$ cat src/rtl/mips_defs.sv
// Opcode, funct and shifter encodings shared by decode, ALU, GPR and memory.
package mips_defs;

  localparam logic [5:0] INST_R       = 6'h00;
  localparam logic [5:0] INST_J_J     = 6'h02;
  localparam logic [5:0] INST_J_JAL   = 6'h03;
  localparam logic [5:0] INST_I_BEQ   = 6'h04;
  localparam logic [5:0] INST_I_BNE   = 6'h05;
  localparam logic [5:0] INST_I_ADDI  = 6'h08;
  localparam logic [5:0] INST_I_ADDIU = 6'h09;
  localparam logic [5:0] INST_I_SLTI  = 6'h0A;
  localparam logic [5:0] INST_I_SLTIU = 6'h0B;
  localparam logic [5:0] INST_I_ANDI  = 6'h0C;
  localparam logic [5:0] INST_I_ORI   = 6'h0D;
  localparam logic [5:0] INST_I_XORI  = 6'h0E;
  localparam logic [5:0] INST_I_LUI   = 6'h0F;
  localparam logic [5:0] INST_I_LW    = 6'h23;
  localparam logic [5:0] INST_I_SW    = 6'h2B;

  localparam logic [5:0] FUNCT_SLL  = 6'h00;
  localparam logic [5:0] FUNCT_SRL  = 6'h02;
  localparam logic [5:0] FUNCT_SRA  = 6'h03;
  localparam logic [5:0] FUNCT_SLLV = 6'h04;
  localparam logic [5:0] FUNCT_SRLV = 6'h06;
  localparam logic [5:0] FUNCT_SRAV = 6'h07;
  localparam logic [5:0] FUNCT_JR   = 6'h08;
  localparam logic [5:0] FUNCT_JALR = 6'h09;
  localparam logic [5:0] FUNCT_ADD  = 6'h20;
  localparam logic [5:0] FUNCT_ADDU = 6'h21;
  localparam logic [5:0] FUNCT_SUB  = 6'h22;
  localparam logic [5:0] FUNCT_SUBU = 6'h23;
  localparam logic [5:0] FUNCT_AND  = 6'h24;
  localparam logic [5:0] FUNCT_OR   = 6'h25;
  localparam logic [5:0] FUNCT_XOR  = 6'h26;
  localparam logic [5:0] FUNCT_NOR  = 6'h27;
  localparam logic [5:0] FUNCT_SLT  = 6'h2A;
  localparam logic [5:0] FUNCT_SLTU = 6'h2B;

  typedef enum logic [1:0] {
    SHIFT_LL = 2'b00,
    SHIFT_RL = 2'b10,
    SHIFT_RA = 2'b11
  } shift_op_t;

endpackage

$ cat src/rtl/mips_shifter.sv
// Combinational 32-bit barrel shifter: left, logical right, arithmetic right.
module mips_shifter
  import mips_defs::*;
(
  input  logic [31:0] data,
  input  logic [4:0]  amount,
  input  shift_op_t   op,
  output logic [31:0] result
);

  always_comb begin
    result = data << amount;
    case (op)
      SHIFT_RL: result = data >> amount;
      SHIFT_RA: result = $unsigned($signed(data) >>> amount);
      default:  result = data << amount;
    endcase
  end

endmodule

$ cat src/rtl/mips_alu.sv
// Execute-stage ALU: decodes opcode/funct and registers one 32-bit result per cycle.
module mips_alu
  import mips_defs::*;
(
  input  logic        clk,
  input  logic        rst,
  input  logic [5:0]  opcode,
  input  logic [31:0] rrs,
  input  logic [31:0] rrt_in,
  input  logic [15:0] imm,
  input  logic [5:0]  funct,
  input  logic [4:0]  shamt_in,
  output logic [31:0] rslt
);

  logic [31:0] sext;
  logic [31:0] zext;
  logic [31:0] shift_out;
  logic [4:0]  shift_amt;
  shift_op_t   shift_op;
  logic [31:0] rslt_next;
  logic [31:0] rslt_reg;

  assign sext = {{16{imm[15]}}, imm};
  assign zext = {16'b0, imm};

  // funct[2] picks the variable-amount forms; funct[1:0] encodes direction/sign.
  assign shift_amt = funct[2] ? rrs[4:0] : shamt_in;

  always_comb begin
    shift_op = SHIFT_LL;
    case (funct[1:0])
      2'b10:   shift_op = SHIFT_RL;
      2'b11:   shift_op = SHIFT_RA;
      default: shift_op = SHIFT_LL;
    endcase
  end

  mips_shifter u_shifter (
    .data   (rrt_in),
    .amount (shift_amt),
    .op     (shift_op),
    .result (shift_out)
  );

  always_comb begin
    rslt_next = '0;
    case (opcode)
      INST_R: begin
        case (funct)
          FUNCT_SLL, FUNCT_SRL, FUNCT_SRA,
          FUNCT_SLLV, FUNCT_SRLV, FUNCT_SRAV: rslt_next = shift_out;
          FUNCT_ADD, FUNCT_ADDU: rslt_next = rrs + rrt_in;
          FUNCT_SUB, FUNCT_SUBU: rslt_next = rrs - rrt_in;
          FUNCT_AND:  rslt_next = rrs & rrt_in;
          FUNCT_OR:   rslt_next = rrs | rrt_in;
          FUNCT_XOR:  rslt_next = rrs ^ rrt_in;
          FUNCT_NOR:  rslt_next = ~(rrs | rrt_in);
          FUNCT_SLT:  rslt_next = {31'b0, $signed(rrs) < $signed(rrt_in)};
          FUNCT_SLTU: rslt_next = {31'b0, rrs < rrt_in};
          FUNCT_JR, FUNCT_JALR: rslt_next = '0;
          default:    rslt_next = '0;
        endcase
      end
      INST_I_ADDI, INST_I_ADDIU,
      INST_I_LW, INST_I_SW: rslt_next = rrs + sext;
      INST_I_SLTI:  rslt_next = {31'b0, $signed(rrs) < $signed(sext)};
      INST_I_SLTIU: rslt_next = {31'b0, rrs < sext};
      INST_I_ANDI:  rslt_next = rrs & zext;
      INST_I_ORI:   rslt_next = rrs | zext;
      INST_I_XORI:  rslt_next = rrs ^ zext;
      INST_I_LUI:   rslt_next = {imm, 16'b0};
      // Branch/jump decisions live in the parent; nothing to produce here.
      INST_I_BEQ, INST_I_BNE, INST_J_J, INST_J_JAL: rslt_next = '0;
      default:      rslt_next = '0;
    endcase
  end

  always_ff @(posedge clk) begin
    if (rst) rslt_reg <= '0;
    else     rslt_reg <= rslt_next;
  end

  assign rslt = rslt_reg;

endmodule

$ cat config.mk
export PLATFORM = sky130hd
export DESIGN_NAME = mips_alu
export DESIGN_NICKNAME = d
export VERILOG_FILES = /design/src/rtl/mips_defs.sv /design/src/rtl/mips_shifter.sv /design/src/rtl/mips_alu.sv
export SDC_FILE = /design/constraint.sdc
export NUM_CORES = 1
export LEC_CHECK = 0
export BUFFER_PORTS_ARGS = -buffer_cell sky130_fd_sc_hd__buf_4
export CORE_ASPECT_RATIO = 0.5
export CORE_MARGIN = 2
export CORE_UTILIZATION = 35
export DETAILED_ROUTE_END_ITERATION = 16
export PLACE_DENSITY = 0.5
export SLEW_MARGIN = 20
export SYNTH_ARGS = -nofsm -noshare
export SYNTH_HDL_FRONTEND = slang
export SYNTH_SLANG_ARGS = --single-unit
$ cat constraint.sdc
create_clock -name clk -period 4.2 [get_ports clk]
set_clock_uncertainty 0.15 [all_clocks]
set_input_delay 1.05 -clock clk [delete_from_list [all_inputs] [get_ports clk]]
set_output_delay 1.05 -clock clk [all_outputs]
set_load 0.05 [all_outputs]
==> metrics.md <==
| Metric | Value |
|---|---|
| CP arrival | 4.23 ns |
| Post-DRT Antenna Nets | 0 |
| CP Class | input port to register |
| Total nets after synthesis | 2290 |
| Fin util | 0.4673 |
| Fin crit period | 4.204 ns |
| WL/cell | 28.06 microns |
| DR iter-0 viols | 2591 |
| Post-synth top area share | 0.1572 |
| Die area | 42430 sq um |
| Clk slew on worst S/H paths | 0.06 ns |
| Main synth FF type | dfxtp_1 |
| Asr flop ratio synth | 0 |
| Clock buffer count from CTS | 5 |
| Final worst slack | -0.004082 ns |
| CP endpoint kind | register |
| Actual slew at the worst max-slew pin | 0.9038 ns |
| Final wirelength | 83.13 mm |
| Fin area | 18820 sq um |
| Max reg flops | 32 |
| Met3 Use GR | 0.1422 |
| Post-synthesis cell area | 14250 sq um |
| Post-DP Area | 18630 sq um |
| First drt pass iteration count | 10 |
| VDD IR max | 169.2 uV |
| #FFs+latches synth | 32 |
| CTS H-tree lvls | 2 |
| I/O Pins | 131 |
| Avg Inst Size Synth | 7.091 sq um |
| Global routing's busiest layer | met1 |
| GR Util met2 | 0.4988 |
| Worst Path Required | 4.22 ns |
| CP startpoint kind | input port |
| Power after layout | 3.491 mW |
| Yosys warnings | 0 |
| Critical path peak fanout | 17 |
| Final Hold Violating Endpoints | 0 |
| Root buf cell | clkbuf_16 |
| CP Capture Point | rslt[25] |
| Relative slew slack | 0.3896 |
| Grt met1 use | 0.5871 |
| FILL cells | 4271 |
| Synthesis-to-layout area growth | 32.09% |
| Final period util | 1.001 |
| Post-synth EDFFs | 0 |
| Setup tns final | -0.004082 ns |
| Die Y | 146.7 microns |
| Top post-synthesis cells by area | ha_1 16%, mux4_2 7.9%, mux2i_1 7.4%, a21oi_1 7.1%, o21ai_0 5.3% |
| Remaining DRCs | 0 |
| Hold crit path type | input port to register |
| Layout Nets | 2701 |
| GPL Wtd Cong | 1.035 |
| First-pass GRT wire length | 118.8 mm |
| Total congestion overflow | 0 |
| Die width | 289.3 microns |
| Outcome | complete, but fails checks |
| Most common cell after layout, fill and taps aside | buf_4 |
| Power Density | 185.5 nW/um^2 |
| Yosys cell types | 88 |
| Vias in the first global route | 16701 |
| Max-cap viol count | 0 |
| Initial antenna violation count | 4 |
| Pin count of the biggest net entering global routing | 64 |
| Dpl ws | -0.2740 ns |
| Drt via density | 6.219 |
| Clk sinks | 32 |
| Placeable Area | 40270 sq um |
| Share of cells above drive strength 1 | 0.2681 |
| Sequential area share after synthesis | 0.04497 |
| CTS tree | yes |
| Leak | 8.667 nW |
| Most frequent cells in the layout | 534 x buf_4, 201 x a21oi_1, 179 x ha_1 |
| Post-CTS Hold Buffers | 0 |
| CTS Buffer Depth | 2 |
| Synth area leader | ha_1 |
| RSZ-0062 raised after global routing | false |
| Row cnt | 52 |
| Total track usage | 0.3822 |
| Vias | 18426 |
| Slew Limit Fails | 0 |
| Setup violations, final | 1 |
| Hpwl dp | 69.84 mm |
| Port buffer count | 130 |
| Post-Syn Instances | 2009 |
| Failing checks | setup timing |
| Top achievable clock speed | 237.9 MHz |
| Starting Density | 0.3537 |
| Worst setup path startpoint | rrs[0] |
[through the flow]
stage / hold WS [ns] / std cells
after floorplan: 1.097 / 2009
after global placement: 1.339 / 2953
after detailed placement: 1.351 / 2953
after CTS: 1.048 / 2961
after global routing: 1.051 / 2961
final: 1.052 / 2963
[routing by layer]
layer  share of wire  vias up
li1                -     8352
met5               0        -
met1            0.47     8931
met4           0.017        0
met3            0.13       69
met2            0.38     1074
[cell type report]
| class | instances | area (sq um) | share of cell area |
|---|---|---|---|
| clock buffers | 6 | 128.9 | 0.006848 |
| flip-flops and latches | 32 | 640.6 | 0.03404 |
| inverters | 154 | 578.1 | 0.03072 |
| multi-input cells | 1676 | 12410 | 0.6597 |
| diodes | 2 | 5.005 | 0.0002660 |
| clock inverters | 2 | 35.03 | 0.001862 |
| repair buffers | 551 | 4340 | 0.2307 |
| well taps | 540 | 675.6 | 0.03590 |
[worst max-delay path, cell delays in order]
cell	delay, ns
buf_4	0.12
buf_4	0.16
mux2_2	0.40
buf_4	0.19
buf_4	0.18
a21oi_1	0.30
nor3_1	0.11
o41ai_1	0.75
or4_1	0.35
o21ai_2	0.13
a2111oi_2	0.36
o31ai_1	0.12
[what timing repair did]
action	CTS	global route
gates resized for setup	0	7
setup endpoints to repair	0	7
buffers inserted	0	0
[synth_stat cells (34+ instances only)]
master / instances
a21oi_1: 201
a31oi_1: 34
clkbuf_1: 98
ha_1: 179
inv_1: 154
mux2i_1: 106
mux4_2: 50
nand2_1: 164
nand3_1: 56
nor2_1: 164
nor3_1: 48
o211ai_1: 36
o21ai_0: 152
o22ai_1: 39
xnor2_1: 35
[cells by family (layout without fill, tap and decap cells)]
group                      count (synthesis)  in the layout  synth area share
and+or+nand+nor                          549            549            0.1774
adders and majority gates                182            182            0.1614
xor gates and xnor gates                  39             39           0.02398
muxes                                    171            171            0.1681
other                                      0              2                 0
AOI/OAI and AO/OA                        735            735            0.3349
DFF                                       32             32           0.04497
buffers and inverters                    301            713           0.08923
[how the worst min path moves through the flow]
stage          startpoint        to  slack, ns  depth (start not counted)
4_1_cts           rrs[22]  rslt[22]       1.05                          3
5_1_grt           rrs[22]  rslt[22]       1.05                          3
2_1_floorplan     rrs[21]  rslt[21]       1.10                          2
3_5_place_dp     rslt[10]  rslt[10]       1.35                          1
3_3_place_gp      rrs[22]  rslt[22]       1.34                          3
6_report          rrs[22]  rslt[22]       1.05                          3
[where the power goes]
part | internal, mW | leakage, nW | switching [mW]
sequential | 0.305 | 0.258 | 0.000659
combinational | 1.13 | 8.33 | 1.60
clock | 0.280 | 0.0809 | 0.179
(Power assumes the default switching activity.)
